## src/rtl/sump_pkg.sv

```systemverilog
// sump_pkg: SUMP/OLS opcode constants and decoder state encodings.
package sump_pkg;
  localparam logic [7:0] OP_RESET      = 8'h00;
  localparam logic [7:0] OP_ARM        = 8'h01;
  localparam logic [7:0] OP_ID         = 8'h02;
  localparam logic [7:0] OP_META       = 8'h04;
  localparam logic [7:0] OP_XON        = 8'h11;
  localparam logic [7:0] OP_XOFF       = 8'h13;
  localparam logic [7:0] LONG_CMD_MASK = 8'h80;
  typedef enum logic {P_IDLE, P_COLLECT} parser_state_t;
  typedef enum logic [1:0] {M_IDLE, M_REQ, M_WAIT} meta_state_t;
endpackage

```

## src/rtl/sump_meta_req.sv

```systemverilog
// sump_meta_req: holds one metadata/ID request until metadata_sender acknowledges it via meta_busy.
module sump_meta_req
  import sump_pkg::*;
(
  input  logic clock,
  input  logic reset_n,
  input  logic req,
  input  logic req_id,
  input  logic cancel,
  input  logic meta_busy,
  output logic begin_meta_transmit,
  output logic send_id,
  output logic drop
);
  meta_state_t state, state_nx;
  logic id_nx;
  always_ff @(posedge clock or negedge reset_n) begin
    if (!reset_n) begin
      state   <= M_IDLE;
      send_id <= 1'b0;
    end else begin
      state   <= state_nx;
      send_id <= id_nx;
    end
  end
  always_comb begin
    state_nx = state;
    id_nx = send_id;
    drop = req && state != M_IDLE;
    begin_meta_transmit = state == M_REQ;
    case (state)
      M_IDLE: if (req) begin
        state_nx = M_REQ;
        id_nx = req_id;
      end
      M_REQ: state_nx = cancel ? M_IDLE : meta_busy ? M_WAIT : M_REQ;
      default: if (!meta_busy) state_nx = M_IDLE;
    endcase
  end
endmodule

```

## src/rtl/sump_cmd_decoder.sv

```systemverilog
// sump_cmd_decoder: decodes SUMP/OLS host bytes into strobes, long commands and metadata requests.
// Define SUMP_DECODER_ERR_CNT_EN to add the saturating err_count output.
module sump_cmd_decoder
  import sump_pkg::*;
#(
  parameter int TIMEOUT_CYCLES = 100000
) (
  input  logic        clock,
  input  logic        reset_n,
  input  logic [7:0]  rx_byte,
  input  logic        rx_valid,
  input  logic        meta_busy,
  output logic        begin_meta_transmit,
  output logic        send_id,
  output logic        soft_reset,
  output logic        arm,
  output logic        cmd_valid,
  output logic [7:0]  cmd_opcode,
  output logic [31:0] cmd_data,
  output logic        decoder_busy
`ifdef SUMP_DECODER_ERR_CNT_EN
  ,
  output logic [7:0]  err_count
`endif
);
  localparam int CW = $clog2(TIMEOUT_CYCLES + 1);
  parser_state_t state, state_nx;
  logic [1:0] idx;
  logic [7:0] op_q;
  logic [23:0] shadow;
  logic [CW-1:0] cnt;
  logic rx_idle, rx_coll, is_long, last, timeout, req, cancel, bad_op, drop;
  assign rx_idle = rx_valid && state == P_IDLE;
  assign rx_coll = rx_valid && state == P_COLLECT;
  assign is_long = (rx_byte & LONG_CMD_MASK) != 8'h00;
  assign last = rx_coll && idx == 2'd3;
  assign timeout = state == P_COLLECT && !rx_valid && cnt == CW'(TIMEOUT_CYCLES);
  assign req = rx_idle && (rx_byte == OP_ID || rx_byte == OP_META);
  assign cancel = rx_idle && rx_byte == OP_RESET;
  assign bad_op = rx_idle && !is_long &&
                  !(rx_byte inside {OP_RESET, OP_ARM, OP_ID, OP_META, OP_XON, OP_XOFF});
  assign decoder_busy = state == P_COLLECT;
  always_comb begin
    state_nx = state;
    if (rx_idle && is_long) state_nx = P_COLLECT;
    else if (last || timeout) state_nx = P_IDLE;
  end
  // The first three data bytes shift in from the top, so the fourth completes the word directly.
  always_ff @(posedge clock or negedge reset_n) begin
    if (!reset_n) begin
      state      <= P_IDLE;
      idx        <= 2'd0;
      op_q       <= 8'h00;
      shadow     <= 24'h0;
      cnt        <= '0;
      soft_reset <= 1'b0;
      arm        <= 1'b0;
      cmd_valid  <= 1'b0;
      cmd_opcode <= 8'h00;
      cmd_data   <= 32'h0;
    end else begin
      state      <= state_nx;
      soft_reset <= cancel;
      arm        <= rx_idle && rx_byte == OP_ARM;
      cmd_valid  <= last;
      cnt        <= (rx_valid || timeout || state != P_COLLECT) ? '0 : cnt + CW'(1);
      if (rx_idle && is_long) begin
        op_q <= rx_byte;
        idx  <= 2'd0;
      end else if (rx_coll) begin
        idx    <= idx + 2'd1;
        shadow <= {rx_byte, shadow[23:8]};
      end else if (timeout) begin
        shadow <= 24'h0;
      end
      if (last) begin
        cmd_opcode <= op_q;
        cmd_data   <= {rx_byte, shadow};
      end
    end
  end
  sump_meta_req u_meta (
    .clock               (clock),
    .reset_n             (reset_n),
    .req                 (req),
    .req_id              (rx_byte == OP_ID),
    .cancel              (cancel),
    .meta_busy           (meta_busy),
    .begin_meta_transmit (begin_meta_transmit),
    .send_id             (send_id),
    .drop                (drop)
  );
`ifdef SUMP_DECODER_ERR_CNT_EN
  always_ff @(posedge clock or negedge reset_n) begin
    if (!reset_n) err_count <= 8'h00;
    else if (cancel) err_count <= 8'h00;
    else if ((bad_op || timeout || drop) && err_count != 8'hFF) err_count <= err_count + 8'd1;
  end
`else
  logic unused_err;
  assign unused_err = bad_op | timeout | drop;
`endif
endmodule

```

## config.mk

```make
export PLATFORM = sky130hd
export DESIGN_NAME = sump_cmd_decoder
export DESIGN_NICKNAME = d
export VERILOG_FILES = /design/src/rtl/sump_pkg.sv /design/src/rtl/sump_meta_req.sv /design/src/rtl/sump_cmd_decoder.sv
export SDC_FILE = /design/constraint.sdc
export NUM_CORES = 1
export LEC_CHECK = 0
export ABC_AREA = 1
export ABC_CLOCK_PERIOD_IN_PS = 1400
export CAP_MARGIN = 20
export CORE_MARGIN = 2
export CORE_UTILIZATION = 33
export DETAILED_ROUTE_END_ITERATION = 8
export PLACE_DENSITY = 0.62
export SYNTH_ARGS = -nofsm -noshare
export SYNTH_HDL_FRONTEND = slang
export SYNTH_HIERARCHICAL = 1
export SYNTH_SLANG_ARGS = --single-unit
```

## constraint.sdc

```tcl
create_clock -name clock -period 1.4 [get_ports clock]
set_input_delay 0.35 -clock clock [delete_from_list [all_inputs] [get_ports clock]]
set_output_delay 0.35 -clock clock [all_outputs]
set_load 0.02 [all_outputs]
```

== After elaboration in Yosys (flattened, before gate mapping) ==
Index checks and enable logic that the tools add are counted.

* Register bits after elaboration: 98
* Input port bits: 12
* Output and inout port bits: 46
* Logic and storage cells: 58

* $add $sub $neg: 2
* Eq/ne operators: 8
* Mux-type cells: 12
* Bitwise logic cells: 2
* Reductions and logical operators: 22

{| class="wikitable"
|+ Operators with widths
! kind !! count
|-
| 24-bit two-way mux || 2
|-
| 17-bit by 1-bit adder with 17-bit output (second input constant) || 1
|-
| 17-bit == test (second input constant) || 1
|-
| 17-bit two-way mux || 1
|-
| 2-bit two-way mux || 6
|-
| 1-bit logical AND || 9
|-
| 8-bit by 1-bit == test with 1-bit output (second input constant) || 1
|-
| 8-bit by 2-bit == test with 1-bit output (second input constant) || 1
|-
| 8-bit by 3-bit == test with 1-bit output (second input constant) || 1
|-
| 8-bit logical NOT || 1
|-
| 2-bit AND reduction || 3
|-
| 2-bit nonzero test || 3
|-
| 1-bit logical OR || 4
|-
| 2-bit case mux with 2 select lines || 1
|-
| 3-bit by 1-bit != test with 1-bit output (second input constant) || 1
|-
| 2-bit by 1-bit adder with 2-bit output (second input constant) || 1
|-
| 2-bit by 1-bit == test with 1-bit output (second input constant) || 1
|-
| 2-bit == test (second input constant) || 1
|-
| 2-bit logical NOT || 1
|-
| 1-bit two-way mux || 2
|-
| 2-bit != test (second input constant) || 1
|-
| 1-bit inverter || 2
|-
| 1-bit logical NOT || 1
|}

== Logic depth before layout (Yosys ltp) ==
Gate-level depths: netlist of the first run.

* Depth after elaboration: 6
* Mapped depth: 12
* Depth with buffers taken out: 11

== Hierarchy ==
Netlist of the first run, hierarchy kept.

{| class="wikitable"
|+ By module, submodules not included
! module !! times used !! cells an instance !! area an instance (um^2) !! seq. area each (um^2)
|-
| sump_cmd_decoder || 1 || 454 || 3,925.0 || 2,377.3
|-
| sump_meta_req || 1 || 20 || 156.4 || 75.1
|}

== Worst setup path before layout of the first run ==
OpenSTA, ideal clock, no wires.

* Kind: register to register
* Start: register cnt[0]
* End: register shadow[10]
* Setup time: 116 ps
* Arrival: 1,248 ps
* Required time: 1,284 ps
* Slack: 36 ps
* Cell stages (with the launch flop): 13
* Path buffers: 1
* Clock period less this slack: 1,364 ps
* Cell sequence: dfrtp_1 inv_1 ha_1 nand2_1 inv_1 nand2_1 nor2_1 nand2_1 nand2_1 nand2_2 buf_6 nand2_1 nand2_1

* Cells in the longest elaborated chain, start to end: 4

{| class="wikitable"
|+ RTL lines
! element !! line !! text
|-
| start: declaration || sump_cmd_decoder.sv:31 || <nowiki>logic [CW-1:0] cnt;</nowiki>
|-
| start signal: assignment || sump_cmd_decoder.sv:66 || <nowiki>cnt <= (rx_valid || timeout || state != P_COLLECT) ? '0 : cnt + CW'(1);</nowiki>
|-
| 17-bit == test || sump_cmd_decoder.sv:37 || <nowiki>assign timeout = state == P_COLLECT && !rx_valid && cnt == CW'(TIMEOUT_CYCLES);</nowiki>
|-
| 1-bit logical AND || sump_cmd_decoder.sv:37 ||
|-
| 2-bit nonzero test (no source line) || -- ||
|-
| 2-bit AND reduction (no source line) || -- ||
|-
| end signal: assignment || sump_cmd_decoder.sv:72 || <nowiki>shadow <= {rx_byte, shadow[23:8]};</nowiki>
|-
| end: declaration || sump_cmd_decoder.sv:30 || <nowiki>logic [23:0] shadow;</nowiki>
|}

Every way passes these cells.
A chain may end at the register's enable or synchronous reset.

== Worst setup path in the final report of the first run ==
* Start: register cnt[1]
* End: register shadow[15]

Same word-level chain as after synthesis.

==> metrics.txt, run 1 <==
status finished with violations; failing checks negative setup slack; DIE AREA 13250 um^2; ANT cells 0; P_leak 2.959 nW; Buffers on Ports 57; Sw Pwr 0.003784 W; share of layout cells above drive strength 1 0.2644; die span in x 115.1 um; Switching Share 0.3595; number of setup violations in the final report 42; num rows 40; net count after synthesis 487; Final Critical Period 1.532 ns; final worst setup slack -0.1320 ns; core box area 12010 um^2; Post-Place Cells 708; critical path arrival 1.77 ns; most frequent cells in the layout nand2_1, dfrtp_1, buf_4; chip height 115.1 um; vias per std cell 4.575; hold slack final 0.2819 ns; P_int 0.006743 W; initial core utilization 0.3392; Avg Inst Size Synth 8.631 um^2; WL final 9550 um; power density over the cells 1845 nW/um^2; R2R Setup Slk -0.13 ns; WS Path Type reg -> reg; commonest non-fill, non-tap cell in the layout nand2_1; initial antenna violation count 0; placed cell area 5119 um^2; DR pass1 iterations 4; crit-path max FO 6; CTS tree yes; Worst Hold Launch rx_byte[5]; Final Hold Fails 0; Final Skew 0.006841 ns; Slew HR 0.7610; area occupied by multi-input gates 1602 um^2; Slew Viols, Final 0; Max Buffers Root-to-Sink 2; hold crit path type in -> reg; total gr overflow 0; worst path required time 1.64 ns; initial drt markers 141; RSZ-0062 raised after global routing yes; final RePlAce weighted congestion 0.8540; Top Ports 58; WHS Path Cells 3; critical path endpoint category register; NumNets Final 600; Num CTS Buffers 9; HPWL Detailed 6596 um; Comb power frac 0.332; clock transition at the registers of the reported paths 0.07 ns; vias post-DR 3372; Max Cap Viol 0; Synth Instances 472; drt drc 0; Hold Path End shadow[21]; Max H-tree Level 3; cells on worst reg2reg path 12; wire length per cell 12.96 um; Non-Filler Instances 737; Max VDD drop 0.0008076 V; CTS root buf clkbuf_16; design area 5705 um^2; area growth from synthesis to layout 40.05%; vias in the first global route 3467; # fillers 1141; largest net degree at the start of global routing 46; clock power share 0.238; gr usage total 0.1562; Post-Syn Area 4074 um^2; clock latency on the worst-skew pair 0.35 ns; Seq pwr share 0.430; RR Startpoint cnt[1]; Ys Warns 6; Least-Margin Pin Slew 0.3585 ns; Worst R2R End shadow[15]; global-route wire length before repair 16330 um; Startpoint Class register; Final ANT Viol Nets 0; Fmax 652.8 MHz; Reg area 2452 um^2; total clock sinks 98; Final Cycle Share 1.094
power by group through the flow:
stage / logic [W] / registers, W / clock network [W]
floorplan: 0.00114 / 0.00502 / 0
global placement: 0.00341 / 0.00443 / 0
detailed placement: 0.00347 / 0.00446 / 0
CTS: 0.00354 / 0.00446 / 0.00256
global route: 0.00387 / 0.00464 / 0.00269
finish: 0.00350 / 0.00452 / 0.00251
routing by layer:
| layer | global-route usage | up-vias | part of all wire |
|---|---|---|---|
| met5 | 0 | - | 0 |
| met4 | 0.06827 | 0 | 0.016 |
| met3 | 0.04164 | 16 | 0.041 |
| met2 | 0.2447 | 79 | 0.48 |
| met1 | 0.2050 | 1609 | 0.46 |
| li1 | - | 1668 | - |
critical path: stages (launching register included):
cell and delay (ns):
dfrtp_1 0.38, inv_1 0.07, ha_2 0.17, nand2_2 0.05, inv_2 0.05, nand2_2 0.04, nor2_1 0.09, nand2_1 0.10
nand2_2 0.09, nand2_4 0.11, buf_12 0.17, nand2_4 0.05, nand2_2 0.05
state kept, by name, indices dropped and copies added, names as in the netlist, 2 cells and up:
register,cells
cmd_data,32
shadow,24
cnt,17
cmd_opcode,8
op_q,8
idx,2
u_meta/state,2
per-stage QoR:
step           TNS [ns]  utilization  worst slack, ns  total power [W]
4_1_cts          -4.728       0.4698          -0.2049          0.01056
6_report         -4.644       0.4750          -0.1320          0.01053
3_5_place_dp     -20.84       0.4261          -0.4238         0.007929
5_1_grt          -8.787       0.4750          -0.2306          0.01121
2_1_floorplan         0            -          0.03581         0.006162
3_3_place_gp     -19.10       0.4261          -0.3241         0.007835
worst max-delay path by stage:
stage | slack [ns] | from | depth (start not counted) | end
after floorplan | 0.04 | cnt[0] | 12 | shadow[10]
after global placement | -0.32 | rx_byte[4] | 9 | u_meta/state[0]
after detailed placement | -0.42 | rx_byte[7] | 9 | u_meta/state[0]
after CTS | -0.20 | cnt[0] | 12 | shadow[1]
after global routing | -0.23 | cnt[1] | 12 | shadow[13]
final | -0.13 | cnt[1] | 12 | shadow[15]
timing repair:
item	in CTS	in global routing
endpoints found under the hold margin	5	0
setup endpoints to repair	72	77
cloned	3	0
pin swaps	5	9
gates resized for setup	122	74
buffers inserted	4	7
hold buffers	1	0
layout make-up:
type	instances	share of cell area
clock buffers	11	0.04254
clock inverters	5	0.01096
inverters	28	0.01842
multi-input cells	332	0.2807
flip-flops and latches	98	0.4298
well taps	147	0.03224
repair buffers	116	0.1853
Power figures use the tool's default switching activity.
==> run 2: changes to the inputs <==
--- a/config.mk
+++ b/config.mk
@@ -10,9 +10,10 @@
 export CAP_MARGIN = 20
 export CORE_MARGIN = 2
 export CORE_UTILIZATION = 33
+export CTS_BUF_LIST = sky130_fd_sc_hd__clkbuf_4
+export CTS_CLUSTER_DIAMETER = 200
 export DETAILED_ROUTE_END_ITERATION = 8
 export PLACE_DENSITY = 0.62
 export SYNTH_ARGS = -nofsm -noshare
 export SYNTH_HDL_FRONTEND = slang
-export SYNTH_HIERARCHICAL = 1
 export SYNTH_SLANG_ARGS = --single-unit
==> run 2 against run 1 <==
The flow still finishes with violations (negative setup slack). Total power is 7.0% lower. Sequential power fell by 3%. Design area up 8.5%. Clock-buffer cell count decreased by 2. Flip-flop and latch count is the same. Sequential share of layout area down 3.3 points. Setup slack worse by 0.0050 ns. Routed wire length increased by 13%. Final cell count grew 3.7%. Synthesized area shrank 0.31%. Die area down 0.30%. Global-route usage rose by 0.11 points. Largest cell class unchanged.
==> metrics.txt, run 2 <==
status finished with violations; failing checks negative setup slack; area growth from synthesis to layout 52.40%; biggest regs cmd_data (32), shadow (24), cnt (17); Post-Syn Area 4061 um^2; Max VDD drop 0.0008330 V; initial core utilization 0.3381; initial antenna violation count 1; top-area cell type share of the netlist area 0.6038; top cells by count, synth nand2_1, dfrtp_1, nor2_1; Slew HR 0.7962; clock transition at the registers of the reported paths 0.15 ns; Synth Area in Adders 0.009242; async set-reset flop share out of synthesis 1.000; Slew Viols, Final 0; mux cell area share after synthesis 0; main combinational cell family by area after synthesis simple AND/OR/NAND/NOR gates; final worst setup slack -0.1370 ns; number of synthesized flops with an enable pin 0; P_leak 3.173 nW; Setup TNS -3.071 ns; power density over the cells 1581 nW/um^2; final RePlAce weighted congestion 0.8088; total clock sinks 98; vias in the first global route 3418; WP buf/inv 1; Startpoint Class register; Max Buffers Root-to-Sink 2; most frequent cells in the layout nand2_1, dfrtp_1, buf_4; crit path max-delay cell type dfrtp_1; Final Critical Period 1.537 ns; crit-path max FO 2; WS Path Type reg -> out; WL final 10770 um; drt drc 0; DR pass1 iterations 4; Synth Area in Simple Gates 0.2803; wire length per cell 14.10 um; Final Skew 0.01487 ns; XOR/XNOR share of the synthesized area 0.02372; worst path required time 1.05 ns; Synth Flop Type dfrtp_1; Seq pwr share 0.449; Top Ports 58; critical path arrival 1.19 ns; critical path's top delay family flip-flops; Worst R2R End shadow[6]; DIE AREA 13210 um^2; Max H-tree Level 3; commonest non-fill, non-tap cell in the layout nand2_1; CP peak stage delay 0.43 ns; total gr overflow 0; Top reg by flops cmd_data; critical path endpoint category output pin; Final Cycle Share 1.098; FF+latch count, synth 98; vias per std cell 4.564; RSZ-0062 raised after global routing yes; clock power share 0.172; Seq/Total Area, Yosys 0.6038; Switching Share 0.3545; CTS tree yes; HPWL Detailed 6666 um; net count after synthesis 480; post-synth top area cell dfrtp_1; Num CTS Buffers 9; number of setup violations in the final report 50; largest net degree at the start of global routing 33; share of layout cells above drive strength 1 0.3685; Least-Margin Pin Slew 0.3058 ns; RR Startpoint cnt[0]; num rows 40; Ys Warns 0; P_int 0.006316 W; cells on worst reg2reg path 12; Compound-Gate Fraction of Synth Area 0.03758; global-route wire length before repair 16420 um; Final Hold Fails 0; Sw Pwr 0.003469 W; die span in x 114.9 um; gr usage total 0.1573; Synth Instances 465; core box area 12010 um^2; top post-synthesis cells by area dfrtp_1, nand2_1, nor2_1; Final Power 0.009785 W; Max Cap Viol 0; max FFs per register 32; crit-path cells nor2_2, buf_6; hold slack final 0.2987 ns; Avg Inst Size Synth 8.734 um^2; NumNets Final 626; Netlist cell types 27; Placement Setup Slack -0.4318 ns; initial drt markers 210; chip height 114.9 um; vias post-DR 3487; Final ANT Viol Nets 0; count leader, synth nand2_1; Buffers on Ports 57; Fmax 650.6 MHz; clock latency on the worst-skew pair 0.46 ns; hold crit path type in -> async; R2R Setup Slk -0.11 ns; Comb power frac 0.380; CTS root buf clkbuf_4
[run 2: layer usage]
layer | global-route usage | vias up | share of wire
met5 | 0 | - | 0
met2 | 0.2573 | 67 | 0.50
met4 | 0.05221 | 0 | 0.018
met3 | 0.02583 | 15 | 0.035
li1 | - | 1731 | -
met1 | 0.2144 | 1674 | 0.45
[run 2: worst max path at each step]
| stage | endpoint | cells after the start | startpoint | slack (ns) |
|---|---|---|---|---|
| floorplan | shadow[10] | 12 | cnt[0] | 0.002 |
| global placement | op_q[2] | 7 | rx_valid | -0.40 |
| detailed placement | op_q[2] | 7 | rx_valid | -0.43 |
| CTS | begin_meta_transmit | 2 | u_meta.state[1] | -0.14 |
| global route | shadow[6] | 12 | cnt[0] | -0.22 |
| finish | begin_meta_transmit | 2 | u_meta.state[1] | -0.14 |
[run 2: area by class of cell]
class                      count  area, um^2
tap                          147       183.9
timing repair buffer         150        1570
sequential                    98        2455
antenna                        1       2.502
clock buffer                   9       67.56
clock inverter                 7       91.34
inverter                      25       101.3
multi-input combinational    327        1718
fill                        1111        5822
[run 2: kinds of logic (layout without fill, tap and decap cells)]
logic type,after synthesis,count (layout)
other,0,1
AO/OA/AOI/OAI,24,24
adder cells (fa/ha/maj),3,3
flip-flops,98,98
AND/OR/NAND/NOR,289,289
buffers and inverters,40,191
XOR/XNOR,11,11
[run 2: per-stage QoR]
| step | utilization | area, um^2 | std cells |
|---|---|---|---|
| final | 0.5153 | 6190 | 764 |
| after global routing | 0.5153 | 6190 | 764 |
| after CTS | 0.4584 | 5507 | 744 |
| after detailed placement | 0.4350 | 5225 | 709 |
| after global placement | 0.4350 | 5225 | 709 |
| after floorplan | - | 4063 | 465 |
[run 2: power groups by stage]
stage | clock (W) | sequential (W) | combinational [W]
floorplan | 0 | 0.00477 | 0.00105
CTS | 0.00171 | 0.00433 | 0.00314
detailed placement | 0 | 0.00438 | 0.00303
finish | 0.00168 | 0.00439 | 0.00371
global route | 0.00184 | 0.00447 | 0.00403
global placement | 0 | 0.00436 | 0.00296
[run 2: repair_timing]
action / 4_1_cts / 5_1_grt
setup endpoints to repair: 83 / 135
cloned: 1 / 7
pin swaps: 6 / 17
hold buffers: 1 / 0
setup buffers: 18 / 15
hold endpoints to repair: 14 / 0
resized for setup: 240 / 144
==> run 3: changes to the inputs <==
--- a/config.mk
+++ b/config.mk
@@ -6,14 +6,14 @@
 export NUM_CORES = 1
 export LEC_CHECK = 0
 export ABC_AREA = 1
-export ABC_CLOCK_PERIOD_IN_PS = 1400
+export ABC_CLOCK_PERIOD_IN_PS = 1700
 export CAP_MARGIN = 20
 export CORE_MARGIN = 2
 export CORE_UTILIZATION = 33
 export CTS_BUF_LIST = sky130_fd_sc_hd__clkbuf_4
 export CTS_CLUSTER_DIAMETER = 200
 export DETAILED_ROUTE_END_ITERATION = 8
-export PLACE_DENSITY = 0.62
+export PLACE_DENSITY = 0.6
 export SYNTH_ARGS = -nofsm -noshare
 export SYNTH_HDL_FRONTEND = slang
 export SYNTH_SLANG_ARGS = --single-unit
==> constraint.sdc (replaced) <==
create_clock -name clock -period 1.7 [get_ports clock]
set_input_delay 0.425 -clock clock [delete_from_list [all_inputs] [get_ports clock]]
set_output_delay 0.425 -clock clock [all_outputs]
set_load 0.02 [all_outputs]
==> run 3 against run 2 <==
The run now ends clean. Non-clock buffer count shrank 61. Total power shrank 30%. Clock power shrank 35%. Clock-buffer cell count grew 1. Routed wire length shrank 18%. Final cell count shrank 8.1%. Flip-flop and latch count is the same. Global-route usage shrank 1.6 points. Hold slack gained 0.11 ns. Design area shrank 18%. Critical endpoint is now decoder_busy. Highest routed layer unchanged.
==> metrics.txt, run 3 (same netlist as run 2, synthesis figures left out) <==
Final Critical Period 1.646 ns; largest net degree at the start of global routing 46; Final ANT Viol Nets 0; worst path required time 1.27 ns; commonest non-fill, non-tap cell in the layout nand2_1; crit-path max FO 4; HPWL Detailed 6263 um; initial core utilization 0.3381; WP buf/inv 1; crit-path cells dlygate4sd2_1; total clock sinks 98; design area 5092 um^2; Max Buffers Root-to-Sink 2; Final Skew 0.02408 ns; Post-Route Utilization 0.4240; vias in the first global route 3045; CP startpoint decoder_busy; Max VDD drop 0.0006261 V; final RePlAce weighted congestion 0.8651; crit path max-delay cell type dfrtp_2; Critical Path End decoder_busy; initial antenna violation count 1; Top reg by flops cmd_data; share of layout cells above drive strength 1 0.1155; DIE AREA 13210 um^2; clock transition at the registers of the reported paths 0.14 ns; vias per std cell 4.476; biggest regs cmd_data (32), shadow (24), cnt (17); hold crit path type in -> async; Least-Margin Pin Slew 0.3437 ns; Slew Viols, Final 0; drt drc 0; initial drt markers 209; Num CTS Buffers 9; RR Startpoint decoder_busy; WL final 8860 um; CP peak stage delay 0.47 ns; num rows 40; R2R Setup Slk 0.20 ns; Max H-tree Level 3; WP depth 1; Worst R2R End u_meta.send_id; vias post-DR 3142; Non-Filler Instances 702; cells on worst reg2reg path 7; area growth from synthesis to layout 25.38%; Top Ports 58; chip height 114.9 um; Max Cap Viol 0; most frequent cells in the layout nand2_1, dfrtp_1, dlygate4sd2_1; P_leak 2.736 nW; number of setup violations in the final report 0; Startpoint Class register; total gr overflow 0; CTS tree yes; CTS root buf clkbuf_4; max FFs per register 32; status completed; # fillers 1201; clock latency on the worst-skew pair 0.43 ns; core box area 12010 um^2; Slew HR 0.7708; die span in x 114.9 um; critical path endpoint category output pin; Final Hold Fails 0; wire length per cell 12.62 um; Fmax 607.4 MHz; global-route wire length before repair 14820 um; gr usage total 0.1418; placed cell area 4996 um^2; power density over the cells 1336 nW/um^2; Final Cycle Share 0.9684; critical path's top delay family flip-flops; Buffers on Ports 57; NumNets Final 565; DR pass1 iterations 4; critical path arrival 1.22 ns; Post-Place Cells 682; WS Path Type reg -> out; RSZ-0062 raised after global routing yes
## run 3: changes by cell type in the layout (fill, tap and decap cells not counted), sizes merged
cell / delta
buf: -101
dlygate4sd2: +45
clkinv: +1
bufinv: -2
clkinvlp: -1
clkbuf: -4
## run 3: cell type report
type | count | area (um^2) | area share
diodes | 1 | 2.502 | 0.0004914
clock buffers | 10 | 75.07 | 0.01474
clock inverters | 5 | 41.29 | 0.008108
inverters | 25 | 93.84 | 0.01843
multi-input cells | 327 | 1428 | 0.2803
flip-flops and latches | 98 | 2454 | 0.4818
well taps | 147 | 183.9 | 0.03612
repair buffers | 89 | 814.5 | 0.1600
## run 3: how the worst min path moves through the flow
stage,start,endpoint,slack (ns),depth (start not counted)
after global placement,reset_n,cnt[2],0.33,1
after global routing,reset_n,cnt[11],0.41,2
after floorplan,reset_n,arm,0.13,0
final,reset_n,cnt[11],0.41,2
after detailed placement,reset_n,cnt[0],0.33,1
after CTS,reset_n,cnt[0],0.39,2
## run 3: metal layers
metal	up-vias	GRT usage	wire length, um
li1	1602	-	-
met2	65	0.2129	3950
met5	-	0	0
met1	1465	0.2006	4336
met4	0	0.05703	150
met3	10	0.03057	423
## run 3: metrics by stage
step	setup TNS [ns]	power (W)	hold WS, ns	setup WS (ns)
after global placement	-3.571	0.005935	0.3279	-0.1750
after global routing	-0.01665	0.007298	0.4076	-0.01414
after detailed placement	-4.665	0.006000	0.3270	-0.1934
after floorplan	0	0.004789	0.1294	0.2552
after CTS	0	0.006852	0.3875	0.005098
final	0	0.006803	0.4078	0.05367
## run 3: where the power goes
part	internal (W)	total (W)	switching [W]
registers	0.00306	0.00355	0.000489
logic	0.000885	0.00216	0.00128
clock network	0.000323	0.00109	0.000767
total	0.00427	0.00680	0.00253
## run 3: timing repair
item	CTS	global route
endpoints found under the hold margin	17	0
hold buffers	1	0
buffers inserted	0	3
gates resized for setup	50	2
endpoints found under the setup margin	46	2
